`src/rtl/serial_subtractor_if.sv`:
```
// Handshake and data bundle for serial_subtractor.
// master: requester driving start/a/b; slave: the subtractor.
interface serial_subtractor_if #(
    parameter int WIDTH = 4
);
    logic             start;
    logic [WIDTH-1:0] a;
    logic [WIDTH-1:0] b;
    logic             busy;
    logic             done;
    logic [WIDTH-1:0] diff;
    logic             borrow;
    logic             diff_bit;
    logic             diff_bit_valid;

    modport master (
        output start, a, b,
        input  busy, done, diff, borrow, diff_bit, diff_bit_valid
    );

    modport slave (
        input  start, a, b,
        output busy, done, diff, borrow, diff_bit, diff_bit_valid
    );
endinterface

```
`src/rtl/serial_subtractor.sv`:
```
// Bit-serial subtractor: diff = a - b, one bit per clock, LSB first,
// built from a full-subtractor cell and a borrow flip-flop.
// Optional macro SERIAL_SUB_SAT_EN: unsigned saturation of diff to 0 when
// the final borrow is set (serial diff_bit stream still carries wrapped bits).
module serial_subtractor #(
    parameter int WIDTH = 4
) (
    input logic                clk,
    input logic                rst,
    serial_subtractor_if.slave sub_if
);
    localparam int CNT_W = $clog2(WIDTH) + 1;

    typedef enum logic [1:0] {
        IDLE = 2'd0,
        RUN  = 2'd1,
        DONE = 2'd2
    } state_t;

    state_t           state_q, state_d;
    logic [WIDTH-1:0] a_sh_q, a_sh_d;
    logic [WIDTH-1:0] b_sh_q, b_sh_d;
    logic [WIDTH-1:0] diff_q, diff_d;
    logic [CNT_W-1:0] cnt_q, cnt_d;
    logic             bin_q, bin_d;
    logic             borrow_q, borrow_d;
    logic             dbit_q, dbit_d;
    logic             dval_q, dval_d;

    logic             a0, b0;
    logic             d_cell, bout_cell;
    logic             last_bit;
    logic             busy_c, done_c;

    // Full-subtractor cell on the current LSBs and the stored borrow
    assign a0        = a_sh_q[0];
    assign b0        = b_sh_q[0];
    assign d_cell    = a0 ^ b0 ^ bin_q;
    assign bout_cell = (~a0 & b0) | (~(a0 ^ b0) & bin_q);
    assign last_bit  = (state_q == RUN) && (cnt_q == CNT_W'(WIDTH - 1));

    // State register
    always_ff @(posedge clk) begin
        if (rst) begin
            state_q <= IDLE;
        end else begin
            state_q <= state_d;
        end
    end

    // Next-state logic
    always_comb begin
        state_d = state_q;
        case (state_q)
            IDLE:    if (sub_if.start) state_d = RUN;
            RUN:     if (last_bit)     state_d = DONE;
            DONE:    state_d = IDLE;
            default: state_d = IDLE;
        endcase
    end

    // Moore outputs decoded from the state
    always_comb begin
        busy_c = 1'b0;
        done_c = 1'b0;
        case (state_q)
            RUN: begin
                busy_c = 1'b1;
            end
            DONE: begin
                busy_c = 1'b1;
                done_c = 1'b1;
            end
            default: begin
                busy_c = 1'b0;
                done_c = 1'b0;
            end
        endcase
    end

    // Datapath next-state: operand capture, bit step, result accumulation
    always_comb begin
        a_sh_d   = a_sh_q;
        b_sh_d   = b_sh_q;
        diff_d   = diff_q;
        cnt_d    = cnt_q;
        bin_d    = bin_q;
        borrow_d = borrow_q;
        dbit_d   = dbit_q;
        dval_d   = 1'b0;
        case (state_q)
            IDLE: begin
                if (sub_if.start) begin
                    a_sh_d = sub_if.a;
                    b_sh_d = sub_if.b;
                    bin_d  = 1'b0;
                    cnt_d  = '0;
                end
            end
            RUN: begin
                dbit_d = d_cell;
                dval_d = 1'b1;
                // New bit enters at the MSB; after WIDTH shifts bit 0 holds the LSB
                diff_d = {d_cell, diff_q[WIDTH-1:1]};
                a_sh_d = a_sh_q >> 1;
                b_sh_d = b_sh_q >> 1;
                bin_d  = bout_cell;
                cnt_d  = cnt_q + CNT_W'(1);
                if (last_bit) begin
                    borrow_d = bout_cell;
`ifdef SERIAL_SUB_SAT_EN
                    if (bout_cell) begin
                        diff_d = '0;
                    end
`endif
                end
            end
            default: begin
                dval_d = 1'b0;
            end
        endcase
    end

    // Datapath registers
    always_ff @(posedge clk) begin
        if (rst) begin
            a_sh_q   <= '0;
            b_sh_q   <= '0;
            diff_q   <= '0;
            cnt_q    <= '0;
            bin_q    <= 1'b0;
            borrow_q <= 1'b0;
            dbit_q   <= 1'b0;
            dval_q   <= 1'b0;
        end else begin
            a_sh_q   <= a_sh_d;
            b_sh_q   <= b_sh_d;
            diff_q   <= diff_d;
            cnt_q    <= cnt_d;
            bin_q    <= bin_d;
            borrow_q <= borrow_d;
            dbit_q   <= dbit_d;
            dval_q   <= dval_d;
        end
    end

    assign sub_if.busy           = busy_c;
    assign sub_if.done           = done_c;
    assign sub_if.diff           = diff_q;
    assign sub_if.borrow         = borrow_q;
    assign sub_if.diff_bit       = dbit_q;
    assign sub_if.diff_bit_valid = dval_q;
endmodule

```
`src/flat_wrapper.sv`:
```
// flat-port wrapper written by rule: the top's interface ports become plain ports
module serial_subtractor_flat 
#(
    parameter int WIDTH = 4
)
  (clk, rst, sub_if_start, sub_if_a, sub_if_b, sub_if_busy, sub_if_done, sub_if_diff, sub_if_borrow, sub_if_diff_bit, sub_if_diff_bit_valid);
  serial_subtractor_if #(.WIDTH(WIDTH)) sub_if_i ();
  input logic clk;
  input logic rst;
  input wire logic [$bits(sub_if_i.start)-1:0] sub_if_start;
  input wire logic [$bits(sub_if_i.a)-1:0] sub_if_a;
  input wire logic [$bits(sub_if_i.b)-1:0] sub_if_b;
  output wire logic [$bits(sub_if_i.busy)-1:0] sub_if_busy;
  output wire logic [$bits(sub_if_i.done)-1:0] sub_if_done;
  output wire logic [$bits(sub_if_i.diff)-1:0] sub_if_diff;
  output wire logic [$bits(sub_if_i.borrow)-1:0] sub_if_borrow;
  output wire logic [$bits(sub_if_i.diff_bit)-1:0] sub_if_diff_bit;
  output wire logic [$bits(sub_if_i.diff_bit_valid)-1:0] sub_if_diff_bit_valid;
  assign sub_if_i.start = sub_if_start;
  assign sub_if_i.a = sub_if_a;
  assign sub_if_i.b = sub_if_b;
  assign sub_if_busy = sub_if_i.busy;
  assign sub_if_done = sub_if_i.done;
  assign sub_if_diff = sub_if_i.diff;
  assign sub_if_borrow = sub_if_i.borrow;
  assign sub_if_diff_bit = sub_if_i.diff_bit;
  assign sub_if_diff_bit_valid = sub_if_i.diff_bit_valid;
  serial_subtractor #(.WIDTH(WIDTH)) u_core (.clk(clk), .rst(rst), .sub_if(sub_if_i));
endmodule
```
`config.mk`:
```
export PLATFORM = sky130hd
export DESIGN_NAME = serial_subtractor_flat
export DESIGN_NICKNAME = d
export VERILOG_FILES = /design/src/rtl/serial_subtractor_if.sv /design/src/rtl/serial_subtractor.sv /design/src/flat_wrapper.sv
export SDC_FILE = /design/constraint.sdc
export NUM_CORES = 1
export LEC_CHECK = 0
export ABC_AREA = 1
export CAP_MARGIN = 20
export CORE_MARGIN = 3
export CORE_UTILIZATION = 56
export CTS_BUF_LIST = sky130_fd_sc_hd__clkbuf_8
export DETAILED_ROUTE_END_ITERATION = 8
export PLACE_DENSITY_LB_ADDON = 0.12
export RECOVER_POWER = 25
export SYNTH_ARGS = -nofsm -noshare
export SYNTH_HDL_FRONTEND = slang
export SYNTH_SLANG_ARGS = --single-unit
```
`constraint.sdc`:
```
create_clock -name clk -period 2.39 [get_ports clk]
set_input_delay 0.239 -clock clk [delete_from_list [all_inputs] [get_ports clk]]
set_output_delay 0.239 -clock clk [all_outputs]
set_load 0.02 [all_outputs]
```
After elaboration in Yosys (flattened, before gate mapping)
Cells that the tools add are included.

operators by class
  add/sub/neg operators = 1
  equality and inequality tests = 5
  mux-type cells = 14
  bitwise logic cells = 7
  reductions and logical operators = 7

operator list
  kind                                                                     number
  4-bit case mux with 2 select lines                                       2
  4-bit two-way mux                                                        2
  3-bit case mux with 2 select lines                                       1
  2-bit AND reduction                                                      3
  1-bit two-way mux                                                        4
  2-bit two-way mux                                                        2
  2-bit case mux with 2 select lines                                       1
  3-bit by 1-bit adder with 3-bit output, second input constant            1
  3-bit by 2-bit equality test with 1-bit output, second input constant    1
  3-bit two-way mux                                                        1
  1-bit AND                                                                2
  2-bit by 1-bit equality test with 1-bit output, second input constant    1
  2-bit equality test, second input constant                               1
  2-bit zero test                                                          1
  2-bit by 1-bit inequality test with 1-bit output, second input constant  1
  2-bit inequality test, second input constant                             1
  1-bit inverter                                                           2
  1-bit case mux with 2 select lines                                       1
  2-bit nonzero test                                                       1
  2-bit OR reduction                                                       1
  1-bit XOR                                                                2
  1-bit logical AND                                                        1
  1-bit bitwise OR                                                         1

storage, ports and cells
  flip-flop bits (word level) = 21
  input bits = 11
  output and inout bits = 9
  logic and storage cells = 43

Longest topological paths before layout
Gate-level depths: netlist (run 1).

  depth in word-level cells = 5
  gate-level depth with buffers = 9
  gate-level depth less buffers = 8

Least setup slack after synthesis (run 1)
No wires, ideal clock.

  path kind = register -> register
  start = register u_core.state_q[1]
  end = register u_core.a_sh_q[2]
  library setup time = 0.111 ns
  arrival time = 1.045 ns
  required time = 2.279 ns
  path slack = 1.233 ns
  stages on the path, launching flop included = 9
  period minus slack after synthesis = 1.157 ns
  path through = dfxtp_1 inv_1 ha_1 buf_6 inv_4 buf_6 o21ai_2 nor2_1 nor2_1

between the ends
  word-level cells in the longest chain between the ends = 3

ends and longest elaborated chain
  item                                                                               line                      RTL
  start, declared                                                                    serial_subtractor.sv:20   state_t state_q, state_d;
  start signal, assigned                                                             serial_subtractor.sv:47   state_q <= state_d;
  2-bit by 1-bit equality test with 1-bit output or 2-bit zero test (tied branches)  serial_subtractor.sv:91   case (state_q)
  2-bit nonzero test (no source line) or 2-bit inequality test (tied branches)       n/a
  2-bit AND reduction (no source line)                                               n/a
  end signal, assigned                                                               serial_subtractor.sv:136  a_sh_q <= a_sh_d;
  end, declared                                                                      serial_subtractor.sv:21   logic [WIDTH-1:0] a_sh_q, a_sh_d;

Several ways; a longest one is shown, not always the timed one.
A chain may end at the register's enable or synchronous reset.

Worst setup path after layout (run 1)
  start = register u_core.state_q[1]
  end = output port sub_if_busy

between the ends
  word-level cells in the longest chain between the ends = 3

ends and longest elaborated chain
  item                                                                                   line                     RTL
  2-bit equality test or 2-bit by 1-bit equality test with 1-bit output (tied branches)  serial_subtractor.sv:66  case (state_q)
  2-bit OR reduction (no source line) *                                                  n/a
  1-bit two-way mux *                                                                    serial_subtractor.sv:66
  end, declared                                                                          flat_wrapper.sv:13       output wire logic [$bits(sub_if_i.busy)-1:0] sub_if_busy;

Mark *: on every way between the ends. The rest lies on a longest branch, timed or not.

==> qor.csv, run 1 <==
stage,metric,value,unit
detailed_routing,vias,910,
cells_and_area,Area Growth Syn to Fin,21.4,%
cells_and_area,Nets,173,
setup_path,crit-path max cell delay,0.59,ns
yosys,synth unique cells,20,
detailed_routing,drt total wl,2.15,mm
floorplan,die height,48.6,um
detailed_routing,post-route ant nets,0,
timing,Slew @ Worst Pin,0.449,ns
clock_tree,TritonCTS Buffers,3,
yosys,Post-synth EDFFs,0,
placement,hpwl dp,1.44,mm
cells_and_area,Antenna diodes,0,
setup_path,CP arrival,1.56,ns
run,MaxCap Viol Count,0,
global_route,first-pass GRT wire length,3.77,mm
hold_path,Hold Path Class,reg -> reg,
setup_path,Reg-to-Reg Start,u_core.state_q[1],
clock_tree,CTS max path bufs,2,
setup_path,WS Path Type,reg -> out,
run_status,run status,finished clean,
clock_tree,CTS sink count,20,
timing,RSZ-0062 raised after global routing,false,
setup_path,Reg2Reg Depth,6,
global_route,global route total overflow,0,
yosys,syn avg cell area,7.36,um2
timing,"Period Utilization, post-route",75.2,%
pwr,Leakage,0.582,nW
yosys,"Cell Area, Synth",1020,um2
global_route,Tot GR Track Use,20.0,%
yosys,"FF+latch count, synth",20,
yosys,yosys warns,0,
clock_tree,worst skew pair latency,0.26,ns
setup_path,critical path's slowest cell,clkdlybuf4s50_1,
yosys,cells after synthesis,138,
yosys,register area share after synthesis,39.4,%
detailed_routing,drt first pass iters,4,
floorplan,initial core utilization,63.0,%
timing,Clock Skew,0.00110,ns
detailed_routing,Remaining DRCs,0,
timing,Pins Over Slew Limit,0,
cells_and_area,Layout fillers,126,
setup_path,R2R setup slack,0.75,ns
floorplan,area of the die,2360,um2
detailed_routing,Via density,5.08,
setup_path,"Max FO, Critical Path",3,
floorplan,site row count,14,
setup_path,Crit. End Element,output pin,
clock_tree,clock slew at reported path FFs,0.07,ns
placement,port bufs,19,
clock_tree,cts repair resizes,0,
clock_tree,Root Buffer,clkbuf_8,
setup_path,Reg-to-Reg End,u_core.sub_if.borrow,
timing,fmax,556,MHz
clock_tree,H-tree levels,1,
yosys,"Net Count, Synth",155,
cells_and_area,share of cells above drive strength 1,6.45,%
floorplan,core area,1610,um2
floorplan,die width,48.6,um
timing,setup violators final,0,
placement,GP Congestion,0.792,
yosys,share of the synthesized area in the top cell type,39.4,%
setup_path,Setup crit start kind,register,
cells_and_area,final instance area,1230,um2
setup_path,crit path to,sub_if_busy,
timing,final hold violations,0,
timing,Hold Worst Slack,0.484,ns
pwr,pwr dens,763,nW/um2
timing,Worst slew margin,70.1,%
yosys,main flop type after synthesis,dfxtp_1,
detailed_routing,Starting DRT DRC Count,16,
yosys,top post-synthesis cells by count,"nand2_1 (36), nor2_1 (24), dfxtp_1 (20)",
yosys,asr flop ratio synth,0,%
clock_tree,CTS tree,built,
clock_tree,postcts setup bufs,0,
global_route,initial antenna violation count,0,
placement,placed cell area,1180,um2
setup_path,worst path cell trace,inv_1 > ha_1 > clkdlybuf4s50_1,
setup_path,critical path startpoint,u_core.state_q[1],
detailed_routing,wire per inst,12.0,um
timing,Tmin final,1.80,ns
floorplan,IO Count,20,
setup_path,WP data required,2.15,ns
yosys,most common cell in the netlist,nand2_1,
global_route,vias in the first global route,844,
clock_tree,CTS Hold Bufs,0,
global_route,pin count of the biggest net entering global routing,17,
yosys,Synth area leader,dfxtp_1,
cells_and_area,Final Core Density,76.6,%
yosys,largest cells by area after synthesis,"dfxtp_1 (39%), nand2_1 (13%), nor2_1 (8.9%), ha_1 (6.2%), nand3b_1 (4.4%)",
timing,post-route setup TNS,0,ns
pwr,Peak VDD IR,0.565,mV
## metrics by stage
step / setup WS, ns / cells / power (mW)
global route: 0.539 / 179 / 0.995
CTS: 0.583 / 179 / 0.948
finish: 0.592 / 179 / 0.941
floorplan: 1.23 / 138 / 0.619
detailed placement: 0.810 / 175 / 0.691
global placement: 0.868 / 175 / 0.683
## registers in the layout (all words and copies together), names as in the netlist
name / count
u_core.a_sh_q: 4
u_core.b_sh_q: 4
u_core.bin_q: 1
u_core.cnt_q: 3
u_core.state_q: 2
u_core.sub_if.borrow: 1
u_core.sub_if.diff: 4
u_core.sub_if.diff_bit_valid: 1
## worst max-delay path, delay by kind of cell, from the launching register on
family                   cells  cell delay, ns
adder cells (fa/ha/maj)      1            0.27
flip-flops                   1            0.37
buffers and inverters        2            0.67
## worst min path at each step
stage,start,endpoint,cells past startpoint
finish,u_core.cnt_q[2],u_core.cnt_q[2],2
global route,u_core.sub_if.borrow,u_core.sub_if.borrow,2
CTS,u_core.cnt_q[2],u_core.cnt_q[2],2
detailed placement,u_core.cnt_q[1],u_core.cnt_q[1],2
global placement,u_core.cnt_q[1],u_core.cnt_q[1],2
floorplan,rst,u_core.bin_q,1
## routing by layer
layer	track usage [%]	share of wire (%)	up-vias
met1	24.9	44	415
met5	0	0	-
met4	8.53	1.9	0
met3	2.45	4.2	5
met2	34.9	49	23
li1	-	-	467
## layout by cell type (no fill, tap or decap), types with 5 or more instances in the layout
cell	netlist	layout
a21oi_1	6	6
clkdlybuf4s50_1	0	16
dfxtp_1	20	20
ha_1	5	5
inv_1	11	11
nand2_1	36	36
nand3_1	8	8
nand3b_1	6	6
nor2_1	24	24
o21ai_0	5	5
## area by class of cell
cell class	instances	area [um2]	share of cell area, %
clock buffers	4	55.1	4.46
inverters	14	55.1	4.46
multi-input cells	97	499	40.5
flip-flops and latches	20	400	32.5
well taps	24	30.0	2.43
repair buffers	20	194	15.7
## power by group
part | leakage (nW) | internal [mW] | total [mW] | switching (mW)
logic | 0.389 | 0.113 | 0.286 | 0.173
clock network | 0.0288 | 0.147 | 0.257 | 0.110
registers | 0.164 | 0.376 | 0.399 | 0.0228
## kinds of logic (layout without fill, tap and decap cells)
logic type / after synthesis / after routing / synth area share (%)
DFF: 20 / 20 / 39.4
buffers and inverters: 21 / 38 / 11.5
and+or+nand+nor: 76 / 76 / 32.8
AOI/OAI and AO/OA: 15 / 15 / 8.25
adders and majority gates: 6 / 6 / 8.13
(Power assumes the default switching activity.)
==> run 2: changes to the inputs <==
Settings changed: CORE_UTILIZATION 56 to 47.
Clock period 2.39 ns to 1.6 ns, I/O delays scaled along.
==> qor.csv, run 2 (same netlist as run 1, synthesis figures left out) <==
stage,metric,value,unit
pwr,pwr dens,1090,nW/um2
clock_tree,CTS tree,built,
setup_path,CP arrival,1.27,ns
clock_tree,CTS max path bufs,2,
floorplan,die height,52.5,um
clock_tree,postcts setup bufs,0,
detailed_routing,post-route ant nets,0,
setup_path,Setup crit start kind,register,
cells_and_area,Sequential Area,400,um2
cells_and_area,"commonest cells after routing, fill and taps aside","nand2_1 (36), nor2_1 (24), dfxtp_1 (20)",
timing,Tmin final,1.43,ns
pwr,Sw Share,32.4,%
clock_tree,Root Buffer,clkbuf_8,
global_route,first-pass GRT wire length,3.52,mm
pwr,internal power,910,uW
cells_and_area,Layout fillers,195,
cells_and_area,multi-input logic area,499,um2
cells_and_area,Nets,175,
pwr,part of the power in registers,44.2,%
pwr,Leakage,0.581,nW
timing,final hold violations,0,
placement,GP Congestion,0.767,
hold_path,Hold Path Class,reg -> reg,
setup_path,"Max FO, Critical Path",3,
detailed_routing,drt total wl,2.00,mm
cells_and_area,"most common cell after layout, fill and taps aside",nand2_1,
timing,setup violators final,0,
timing,Pins Over Slew Limit,0,
global_route,vias in the first global route,826,
floorplan,core area,2000,um2
setup_path,WS Path Type,reg -> out,
timing,"Period Utilization, post-route",89.6,%
setup_path,WP data required,1.44,ns
clock_tree,TritonCTS Buffers,3,
clock_tree,clock slew at reported path FFs,0.07,ns
pwr,Peak VDD IR,0.638,mV
global_route,global route total overflow,0,
timing,Hold Worst Slack,0.482,ns
pwr,Gate power share,32.1,%
timing,fmax,698,MHz
hold_path,hold-critical path depth,2,
cells_and_area,Area Growth Syn to Fin,21.6,%
floorplan,initial core utilization,50.7,%
detailed_routing,Via density,4.83,
floorplan,area of the die,2760,um2
setup_path,Crit. End Element,output pin,
cells_and_area,share of cells above drive strength 1,7.69,%
global_route,Tot GR Track Use,17.2,%
placement,port bufs,19,
detailed_routing,drt first pass iters,4,
detailed_routing,Remaining DRCs,0,
pwr,Clk pwr share,23.7,%
clock_tree,H-tree levels,1,
global_route,pin count of the biggest net entering global routing,17,
timing,post-route setup TNS,0,ns
timing,Clock Skew,0.000617,ns
detailed_routing,wire per inst,10.9,um
global_route,initial antenna violation count,0,
cells_and_area,Antenna diodes,0,
run_status,run status,finished clean,
setup_path,R2R setup slack,0.21,ns
setup_path,Reg2Reg Depth,8,
pwr,net switching power,437,uW
placement,hpwl dp,1.41,mm
floorplan,IO Count,20,
clock_tree,CTS sink count,20,
timing,Slew @ Worst Pin,0.266,ns
floorplan,die width,52.5,um
detailed_routing,Starting DRT DRC Count,19,
timing,RSZ-0062 raised after global routing,false,
floorplan,site row count,16,
run,MaxCap Viol Count,0,
detailed_routing,vias,884,
clock_tree,worst skew pair latency,0.25,ns
timing,Worst slew margin,82.2,%
[run 2: changes by cell type in the layout (fill, tap and decap cells not counted)]
cell,previous run,this run
buf_4,0,3
clkbuf_8,4,3
clkdlybuf4s50_1,16,17
dlygate4sd3_1,3,0
dlygate4sd2_1,0,1
[run 2: per-stage QoR]
step                      setup slack [ns]  area (um2)  total power, mW  util, %  instances
after CTS                           0.0136        1240             1.37     62.0        183
final                                0.167        1230             1.35     61.7        183
after detailed placement             0.170        1200             1.04     60.0        180
after global placement               0.204        1200             1.03     60.0        180
after global routing                0.0598        1230             1.45     61.7        183
after floorplan                      0.443        1020            0.924        -        138
[run 2: area by class of cell]
type | count | area share (%)
flip-flops and latches | 20 | 32.4
well taps | 27 | 2.74
multi-input cells | 97 | 40.4
inverters | 14 | 4.46
repair buffers | 22 | 16.6
clock buffers | 3 | 3.34
[run 2: power groups by stage]
stage / registers, mW / logic [mW] / clock network (mW)
final: 0.595 / 0.433 / 0.319
after global routing: 0.603 / 0.491 / 0.358
after CTS: 0.595 / 0.438 / 0.338
after detailed placement: 0.605 / 0.438 / 0
after global placement: 0.601 / 0.432 / 0
after floorplan: 0.623 / 0.301 / 0
[run 2: routing by layer]
layer / GRT usage, % / wire length (um) / up-vias
met2: 25.8 / 870 / 16
li1: - / - / 466
met3: 3.70 / 84 / 5
met4: 8.94 / 34 / 0
met5: 0 / 0 / -
met1: 22.9 / 1010 / 397
[run 2: what timing repair did]
item,in CTS,in global routing
endpoints found under the hold margin,0,0
setup endpoints to repair,1,1
gates resized for setup,1,1
hold buffers,0,0
[run 2: path summary, 6_finish.rpt]
kind | from | end
hold / removal | u_core.cnt_q[1] | u_core.cnt_q[1]
hold reg to reg | u_core.cnt_q[1] | u_core.cnt_q[1]
setup / recovery | u_core.state_q[0] | sub_if_busy
setup reg to reg | u_core.state_q[0] | u_core.a_sh_q[1]
[run 2: critical path, cell delays in order (launching register included)]
cell,delay [ns]
dfxtp_1,0.34
inv_1,0.08
ha_1,0.28
dlygate4sd2_1,0.32
